<file path="config.mk">
export PLATFORM = sky130hd
export DESIGN_NAME = axi_simple_master
export DESIGN_NICKNAME = d
export VERILOG_FILES = /design/src/rtl/axi_pkg.sv /design/src/rtl/axi_simple_master.sv
export SDC_FILE = /design/constraint.sdc
export NUM_CORES = 1
export LEC_CHECK = 0
export CORE_AREA = 2 2 171 173
export CTS_CLUSTER_DIAMETER = 60
export DETAILED_ROUTE_END_ITERATION = 8
export DIE_AREA = 0 0 173 175
export GPL_TIMING_DRIVEN = 0
export SLEW_MARGIN = 20
export SYNTH_ARGS = -nofsm -noshare
export SYNTH_HDL_FRONTEND = slang
export SYNTH_SLANG_ARGS = --single-unit
</file>
<file path="constraint.sdc">
create_clock -name clk -period 4 [get_ports clk]
set_input_delay 0.6 -clock clk [delete_from_list [all_inputs] [get_ports clk]]
set_output_delay 0.6 -clock clk [all_outputs]
set_load 0.02 [all_outputs]
</file>
<file path="src/rtl/axi_pkg.sv">
// Shared AXI definitions: master FSM states, protocol constants and the
// registered command payload used by axi_simple_master.
package axi_pkg;

    localparam int unsigned ADDR_W = 32;
    localparam int unsigned DATA_W = 64;
    localparam int unsigned STRB_W = 8;
    localparam int unsigned SIZE_W = 3;
    localparam int unsigned LEN_W  = 8;

    localparam logic [1:0] BURST_INCR  = 2'b01;
    localparam logic [1:0] RESP_SLVERR = 2'b10;

    typedef enum logic [2:0] {
        IDLE  = 3'd0,
        WADDR = 3'd1,
        WRESP = 3'd2,
        RADDR = 3'd3,
        RDATA = 3'd4,
        RSP   = 3'd5
    } state_t;

    // Command payload held for the lifetime of one transaction.
    typedef struct packed {
        logic [ADDR_W-1:0] addr;
        logic [SIZE_W-1:0] size;
        logic [DATA_W-1:0] wdata;
        logic [STRB_W-1:0] wstrb;
    } req_t;

endpackage

</file>
<file path="src/rtl/axi_simple_master.sv">
// Single-beat AXI master: turns one command into one AXI read or write and
// returns a single response. At most one transaction is in flight.
module axi_simple_master
    import axi_pkg::*;
#(
    parameter int unsigned ID_WIDTH = 4,
    parameter int unsigned TXN_ID   = 0
) (
    input  logic                clk,
    input  logic                rst,
    // command
    input  logic                i_req_valid,
    output logic                o_req_ready,
    input  logic                i_req_we,
    input  logic [ADDR_W-1:0]   i_req_addr,
    input  logic [SIZE_W-1:0]   i_req_size,
    input  logic [DATA_W-1:0]   i_req_wdata,
    input  logic [STRB_W-1:0]   i_req_wstrb,
    // response
    output logic                o_rsp_valid,
    input  logic                i_rsp_ready,
    output logic [DATA_W-1:0]   o_rsp_rdata,
    output logic                o_rsp_err,
    // AW
    output logic [ID_WIDTH-1:0] o_awid,
    output logic [ADDR_W-1:0]   o_awaddr,
    output logic [LEN_W-1:0]    o_awlen,
    output logic [SIZE_W-1:0]   o_awsize,
    output logic [1:0]          o_awburst,
    output logic                o_awvalid,
    input  logic                i_awready,
    // W
    output logic [DATA_W-1:0]   o_wdata,
    output logic [STRB_W-1:0]   o_wstrb,
    output logic                o_wlast,
    output logic                o_wvalid,
    input  logic                i_wready,
    // B
    input  logic [ID_WIDTH-1:0] i_bid,
    input  logic [1:0]          i_bresp,
    input  logic                i_bvalid,
    output logic                o_bready,
    // AR
    output logic [ID_WIDTH-1:0] o_arid,
    output logic [ADDR_W-1:0]   o_araddr,
    output logic [LEN_W-1:0]    o_arlen,
    output logic [SIZE_W-1:0]   o_arsize,
    output logic [1:0]          o_arburst,
    output logic                o_arvalid,
    input  logic                i_arready,
    // R
    input  logic [ID_WIDTH-1:0] i_rid,
    input  logic [DATA_W-1:0]   i_rdata,
    input  logic [1:0]          i_rresp,
    input  logic                i_rlast,
    input  logic                i_rvalid,
    output logic                o_rready
);

    localparam logic [ID_WIDTH-1:0] ID = ID_WIDTH'(TXN_ID);

    state_t            state_q, state_d;
    req_t              req_q, req_d;
    logic              aw_done_q, aw_done_d;
    logic              w_done_q, w_done_d;
    logic              req_ready_q, req_ready_d;
    logic              awvalid_q, awvalid_d;
    logic              wvalid_q, wvalid_d;
    logic              arvalid_q, arvalid_d;
    logic              bready_q, bready_d;
    logic              rready_q, rready_d;
    logic              rsp_valid_q, rsp_valid_d;
    logic              rsp_err_q, rsp_err_d;
    logic [DATA_W-1:0] rsp_rdata_q, rsp_rdata_d;

    logic accept;
    logic aw_hs;
    logic w_hs;
    logic ar_hs;
    logic b_hs;
    logic r_hs;

    assign accept = req_ready_q & i_req_valid;
    assign aw_hs  = awvalid_q & i_awready;
    assign w_hs   = wvalid_q & i_wready;
    assign ar_hs  = arvalid_q & i_arready;
    assign b_hs   = bready_q & i_bvalid;
    assign r_hs   = rready_q & i_rvalid;

    // State register.
    always_ff @(posedge clk) begin
        if (rst) begin
            state_q <= IDLE;
        end else begin
            state_q <= state_d;
        end
    end

    // Next-state decode; WADDR waits until both AW and W have handshaked.
    always_comb begin
        state_d = state_q;
        case (state_q)
            IDLE:    if (accept) state_d = i_req_we ? WADDR : RADDR;
            WADDR:   if ((aw_done_q | aw_hs) && (w_done_q | w_hs)) state_d = WRESP;
            WRESP:   if (b_hs) state_d = RSP;
            RADDR:   if (ar_hs) state_d = RDATA;
            RDATA:   if (r_hs) state_d = RSP;
            RSP:     if (i_rsp_ready) state_d = IDLE;
            default: state_d = IDLE;
        endcase
    end

    // Next values of all registered outputs, derived from the next state.
    always_comb begin
        aw_done_d   = 1'b0;
        w_done_d    = 1'b0;
        req_d       = req_q;
        rsp_err_d   = rsp_err_q;
        rsp_rdata_d = rsp_rdata_q;

        if (state_q == WADDR) begin
            aw_done_d = aw_done_q | aw_hs;
            w_done_d  = w_done_q | w_hs;
        end

        req_ready_d = (state_d == IDLE);
        awvalid_d   = (state_d == WADDR) & ~aw_done_d;
        wvalid_d    = (state_d == WADDR) & ~w_done_d;
        bready_d    = (state_d == WRESP);
        arvalid_d   = (state_d == RADDR);
        rready_d    = (state_d == RDATA);
        rsp_valid_d = (state_d == RSP);

        if (accept) begin
            req_d.addr  = i_req_addr;
            req_d.size  = i_req_size;
            req_d.wdata = i_req_wdata;
            req_d.wstrb = i_req_wstrb;
            rsp_err_d   = 1'b0;
            rsp_rdata_d = '0;
        end

        if (state_q == WRESP && b_hs) begin
            rsp_err_d = (|(i_bresp & RESP_SLVERR)) | (i_bid != ID);
        end

        if (state_q == RDATA && r_hs) begin
            rsp_rdata_d = i_rdata;
            rsp_err_d   = (|(i_rresp & RESP_SLVERR)) | (i_rid != ID) | ~i_rlast;
        end
    end

    // Output and payload registers; reset leaves the block ready and quiet.
    always_ff @(posedge clk) begin
        if (rst) begin
            req_q       <= '0;
            aw_done_q   <= 1'b0;
            w_done_q    <= 1'b0;
            req_ready_q <= 1'b1;
            awvalid_q   <= 1'b0;
            wvalid_q    <= 1'b0;
            arvalid_q   <= 1'b0;
            bready_q    <= 1'b0;
            rready_q    <= 1'b0;
            rsp_valid_q <= 1'b0;
            rsp_err_q   <= 1'b0;
            rsp_rdata_q <= '0;
        end else begin
            req_q       <= req_d;
            aw_done_q   <= aw_done_d;
            w_done_q    <= w_done_d;
            req_ready_q <= req_ready_d;
            awvalid_q   <= awvalid_d;
            wvalid_q    <= wvalid_d;
            arvalid_q   <= arvalid_d;
            bready_q    <= bready_d;
            rready_q    <= rready_d;
            rsp_valid_q <= rsp_valid_d;
            rsp_err_q   <= rsp_err_d;
            rsp_rdata_q <= rsp_rdata_d;
        end
    end

    assign o_req_ready = req_ready_q;
    assign o_rsp_valid = rsp_valid_q;
    assign o_rsp_err   = rsp_err_q;
    assign o_rsp_rdata = rsp_rdata_q;

    assign o_awid    = ID;
    assign o_awaddr  = req_q.addr;
    assign o_awlen   = '0;
    assign o_awsize  = req_q.size;
    assign o_awburst = BURST_INCR;
    assign o_awvalid = awvalid_q;

    assign o_wdata  = req_q.wdata;
    assign o_wstrb  = req_q.wstrb;
    assign o_wlast  = 1'b1;
    assign o_wvalid = wvalid_q;

    assign o_bready = bready_q;

    assign o_arid    = ID;
    assign o_araddr  = req_q.addr;
    assign o_arlen   = '0;
    assign o_arsize  = req_q.size;
    assign o_arburst = BURST_INCR;
    assign o_arvalid = arvalid_q;

    assign o_rready = rready_q;

endmodule

</file>
**After elaboration in Yosys (flattened, before gate mapping)**

Cells that the tools add are included.

- Register bits: 184
- Input bits: 194
- Word-level logic and storage cells: 66

- Eq/ne operators: 10
- Mux-type cells: 15
- Bitwise gates (word level): 16
- Reductions and logical operators: 9

Operator list:

| operator | number |
|---|---|
| $mux W64 | 2 |
| $mux W3 | 6 |
| $pmux W3 S6 | 1 |
| $eq A3 B2 Y1 const B | 4 |
| $eq A3 B3 Y1 const B | 4 |
| $and A1 B1 Y1 | 8 |
| $reduce_bool A4 Y1 | 2 |
| $eq A3 B1 Y1 const B | 2 |
| $logic_not A3 Y1 | 2 |
| $mux W1 | 5 |
| $or A1 B1 Y1 | 5 |
| $logic_and A1 B1 Y1 | 3 |
| $not A1 Y1 | 3 |
| $reduce_bool A3 Y1 | 1 |
| $mux W2 | 1 |
| $reduce_bool A2 Y1 | 1 |

**Logic depth before layout (Yosys ltp)**

- Depth in word-level cells: 7
- Mapped depth: 7
- Depth with buffers taken out: 4

**Least setup slack after synthesis**

Ideal clock, no wire load.

- Path type: input -> register
- From: input port i_awready
- To: register arvalid_q (netlist: o_arvalid)
- Library setup time: 0.115 ns
- Data arrival time: 1.623 ns
- Data required time: 3.885 ns
- Setup slack: 2.262 ns
- Stages: 4
- Buffers on the path: 0
- Path through: a21oi_1 o21ba_4 or4_4 and3_1

- Longest elaborated chain between the ends: 6

RTL lines:

| what | line | text |
|---|---|---|
| from (decl) | axi_simple_master.sv:31 | `input logic i_awready,` |
| $and A1 B1 Y1 | axi_simple_master.sv:84 | `assign aw_hs = awvalid_q & i_awready;` |
| $or A1 B1 Y1 | axi_simple_master.sv:104 | `WADDR: if ((aw_done_q \| aw_hs) && (w_done_q \| w_hs)) state_d = WRESP;` |
| $logic_and A1 B1 Y1 | axi_simple_master.sv:104 |  |
| $mux W3 | axi_simple_master.sv:104 |  |
| $pmux W3 S6 | axi_simple_master.sv:102 | `case (state_q)` |
| $eq A3 B2 Y1 | axi_simple_master.sv:130 | `arvalid_d = (state_d == RADDR);` |
| to (signal assigned) | axi_simple_master.sv:175 | `arvalid_q <= arvalid_d;` |
| to (decl) | axi_simple_master.sv:69 | `logic arvalid_q, arvalid_d;` |

No other way between the ends.
A chain may end at the register's enable or synchronous reset.

**Worst setup path in the final report**

- From: input port i_req_valid
- To: register req_q (netlist bit o_wdata[30])

- Longest elaborated chain between the ends: 1

RTL lines:

| what | line | text |
|---|---|---|
| from (decl) | axi_simple_master.sv:12 | `input logic i_req_valid,` |
| $and A1 B1 Y1 | axi_simple_master.sv:83 | `assign accept = req_ready_q & i_req_valid;` |
| to (signal assigned) | axi_simple_master.sv:169 | `req_q <= req_d;` |
| to (decl) | axi_simple_master.sv:63 | `req_t req_q, req_d;` |

No other way between the ends.

==> impl_metrics.ini <==
[power]
cellPowerDensity_nw_per_um2 = 408.7
power.share.clock_pct = 34.2
vdd_drop_max_uv = 192.8
leakagePower_nw = 4.501
p_sw_w = 0.001543
pwr-share-seq_pct = 40.7
cellInternalPower_w = 0.003456
p_comb_share_pct = 25.1
swShare_pct = 30.87

[yosys]
netlist.area_leader.share_pct = 52.45
synth-main-ff-cell = dfxtp_1
synthAdderAreaFrac_pct = 0
syn_avg_cell_area_um2 = 7.972
yosysTopAreaCell = dfxtp_1
synthArstFlopShare_pct = 0
yosysWarnings = 0
synth_edf_count = 0
synthMuxAreaShare_pct = 0
synthSimpleGateAreaFrac_pct = 23.05
synth-seq-area-share_pct = 52.45
synth_area_leaders = dfxtp_1 52%, nand2_1 15%, a21oi_1 12%
syn-cell-area_um2 = 7023
synth_xor_area_share_pct = 0
ys_ff_latch = 184
synthDistinctLibCells = 35
syn_inst = 881
yosys-top-cells-count = 281 x nand2_1, 184 x dfxtp_1, 174 x a21oi_1, 65 x buf_4, 65 x nand3_1
synth_top_family_by_area = simple AND/OR/NAND/NOR gates
post-synth-top-count-cell = nand2_1
synth_compound_area_share_pct = 13.49

[cts]
cts_resized = 0
cts_buffers = 17
cts_tree = built
cts_root_buf = clkbuf_16
insertion_delay_ps = 420
cts_hold_buf = 0
cts.clk_slew.worst_paths_ps = 70
ctsLongestPathBuffers = 2
clock_sinks = 184
htreeDepth = 4
cts_setup_buffers = 0

[die]
initial_core_util_pct = 24.74
row_count = 62
fp.dieArea_um2 = 30280
core_um2 = 28390
die_h_um = 175
die_x_um = 173
pin_count = 437

[global_routing]
first_global_vias = 6973
grt_first_pass_wirelength_mm = 40.79
grt_overflow = 0
grt_util_all_layers_pct = 17.34
grt_antenna_before_repair = 0
grt_max_degree = 18

[route]
final_antenna_net_count = 0
via_count = 7378
route.detailed.drc = 0
wirelength_mm = 27.48
first_pass_iters = 4
viasPerCell = 4.270
drt_iter0_drc = 366
post_drt_wl_per_cell_um = 15.90

[sta]
relSlewSlack_pct = 42.06
rsz0062_at_grt = no
tightest_slew_ps = 869.1
fin_skew_ps = 15.30
fin_tns_setup_ps = 0
post-route-period-util_pct = 69.57
slew_violations = 0
final.min_clock_period_ps = 2783
finalSetupViolCount = 0
fmax_mhz = 359.3
hold_viol = 0

[placement]
dp_hpwl_mm = 21.25
gp_congestion = 0.8166
port_buffers = 404

[cells_and_area]
final_util_pct = 43.08
multi_input_area_um2 = 2675
drive_gt1_share_pct = 8.780
fillers = 2903
antenna_cells = 0
nNetsFinal = 1525
seqCellArea_um2 = 3684
synthToLayoutAreaGrowth_pct = 74.17

[min_path]
hold_path.class = flip-flop to flip-flop

[run]
cap_viol_max_count = 0

[critical_path]
cp-start-kind = primary input
crit_type = primary input to flip-flop
worst_ep_required_time_ps = 4350
worstPathArrival_ps = 3130
critPathMaxFanout = 10
worst_setup_path_end_kind = flip-flop

[run_status]
status = finished clean
## layout by cell type, fill, tap and decap left out, types with 2 or more instances in the layout
master,instances
inv_1,2
buf_2,15
buf_1,8
conb_1,29
and2_1,3
clkbuf_16,17
nand2_1,281
clkinv_4,3
clkinvlp_4,2
nor2_1,5
and3_1,2
inv_8,2
or3_1,3
a21oi_1,174
nor3_1,7
inv_6,3
dfxtp_1,184
nor4_1,5
nand3_1,65
clkdlybuf4s50_1,404
buf_4,65
clkbuf_1,43
## cells by family (layout without fill, tap and decap cells)
logic type	after synthesis	after routing
DFF	184	184
and+or+nand+nor	382	382
buffers and inverters	132	568
AOI/OAI and AO/OA	181	181
other	2	29
## layer usage
metal	wire (um)	global-route usage, %	share of wire (%)	vias up
li1	-	-	-	3712
met1	11710	21.13	43	3370
met2	13760	30.58	50	272
met3	1582	4.091	5.8	24
met4	425	4.626	1.5	0
met5	0	0	0	-
## critical path, stage by stage
cell             delay (ps)
clkdlybuf4s50_1         450
nand2_1                 120
clkbuf_1                670
clkbuf_1                600
clkbuf_1                440
nand2_1                 110
a21oi_1                 150
## power by group through the flow
| stage | combinational (W) | clock, W | sequential [W] |
|---|---|---|---|
| 2_1_floorplan | 0.000483 | 0 | 0.00221 |
| 3_3_place_gp | 0.00126 | 0 | 0.00207 |
| 3_5_place_dp | 0.00127 | 0 | 0.00208 |
| 4_1_cts | 0.00127 | 0.00176 | 0.00204 |
| 5_1_grt | 0.00135 | 0.00183 | 0.00205 |
| 6_report | 0.00126 | 0.00171 | 0.00204 |
## area by class of cell
| class | instances | share of cell area [%] |
|---|---|---|
| Inverter | 2 | 0.06137 |
| Multi-Input combinational cell | 592 | 21.87 |
| Timing Repair Buffer | 404 | 33.06 |
| Clock buffer | 20 | 3.652 |
| Clock inverter | 12 | 1.115 |
| Sequential cell | 184 | 30.11 |
| Buffer | 130 | 6.199 |
| Tap cell | 384 | 3.928 |
## through the flow
| stage | cell area [um^2] | instances | hold WS [ps] | worst slack (ps) | power (W) |
|---|---|---|---|---|---|
| final | 12230 | 1728 | 453.6 | 1217 | 0.004999 |
| after global routing | 12230 | 1728 | 470.5 | 924.4 | 0.005237 |
| after floorplan | 7124 | 908 | 501.1 | 2262 | 0.002691 |
| after detailed placement | 11650 | 1696 | 445.3 | 753.2 | 0.003343 |
| after global placement | 11650 | 1696 | 441.2 | 783.2 | 0.003335 |
| after CTS | 12230 | 1728 | 455.5 | 1198 | 0.005070 |
## flip-flops by register name (all words and copies together), names as in the netlist
signal	count
aw_done_q	1
o_araddr	32
o_arsize	3
o_arvalid	1
o_awvalid	1
o_bready	1
o_req_ready	1
o_rready	1
o_rsp_err	1
o_rsp_rdata	64
o_rsp_valid	1
o_wdata	64
o_wstrb	8
o_wvalid	1
state_q	3
w_done_q	1
## path summary, 6_finish.rpt
| check | startpoint | to | slack, ps | depth (start not counted) |
|---|---|---|---|---|
| max | i_req_valid | o_wdata[30] | 1220 | 7 |
| min | o_wdata[39] | o_wdata[39] | 450 | 2 |
| max reg2reg | o_req_ready | o_wdata[30] | 1520 | 6 |
| min reg2reg | o_wdata[39] | o_wdata[39] | 450 | 2 |
Power figures use the tool's default switching activity.
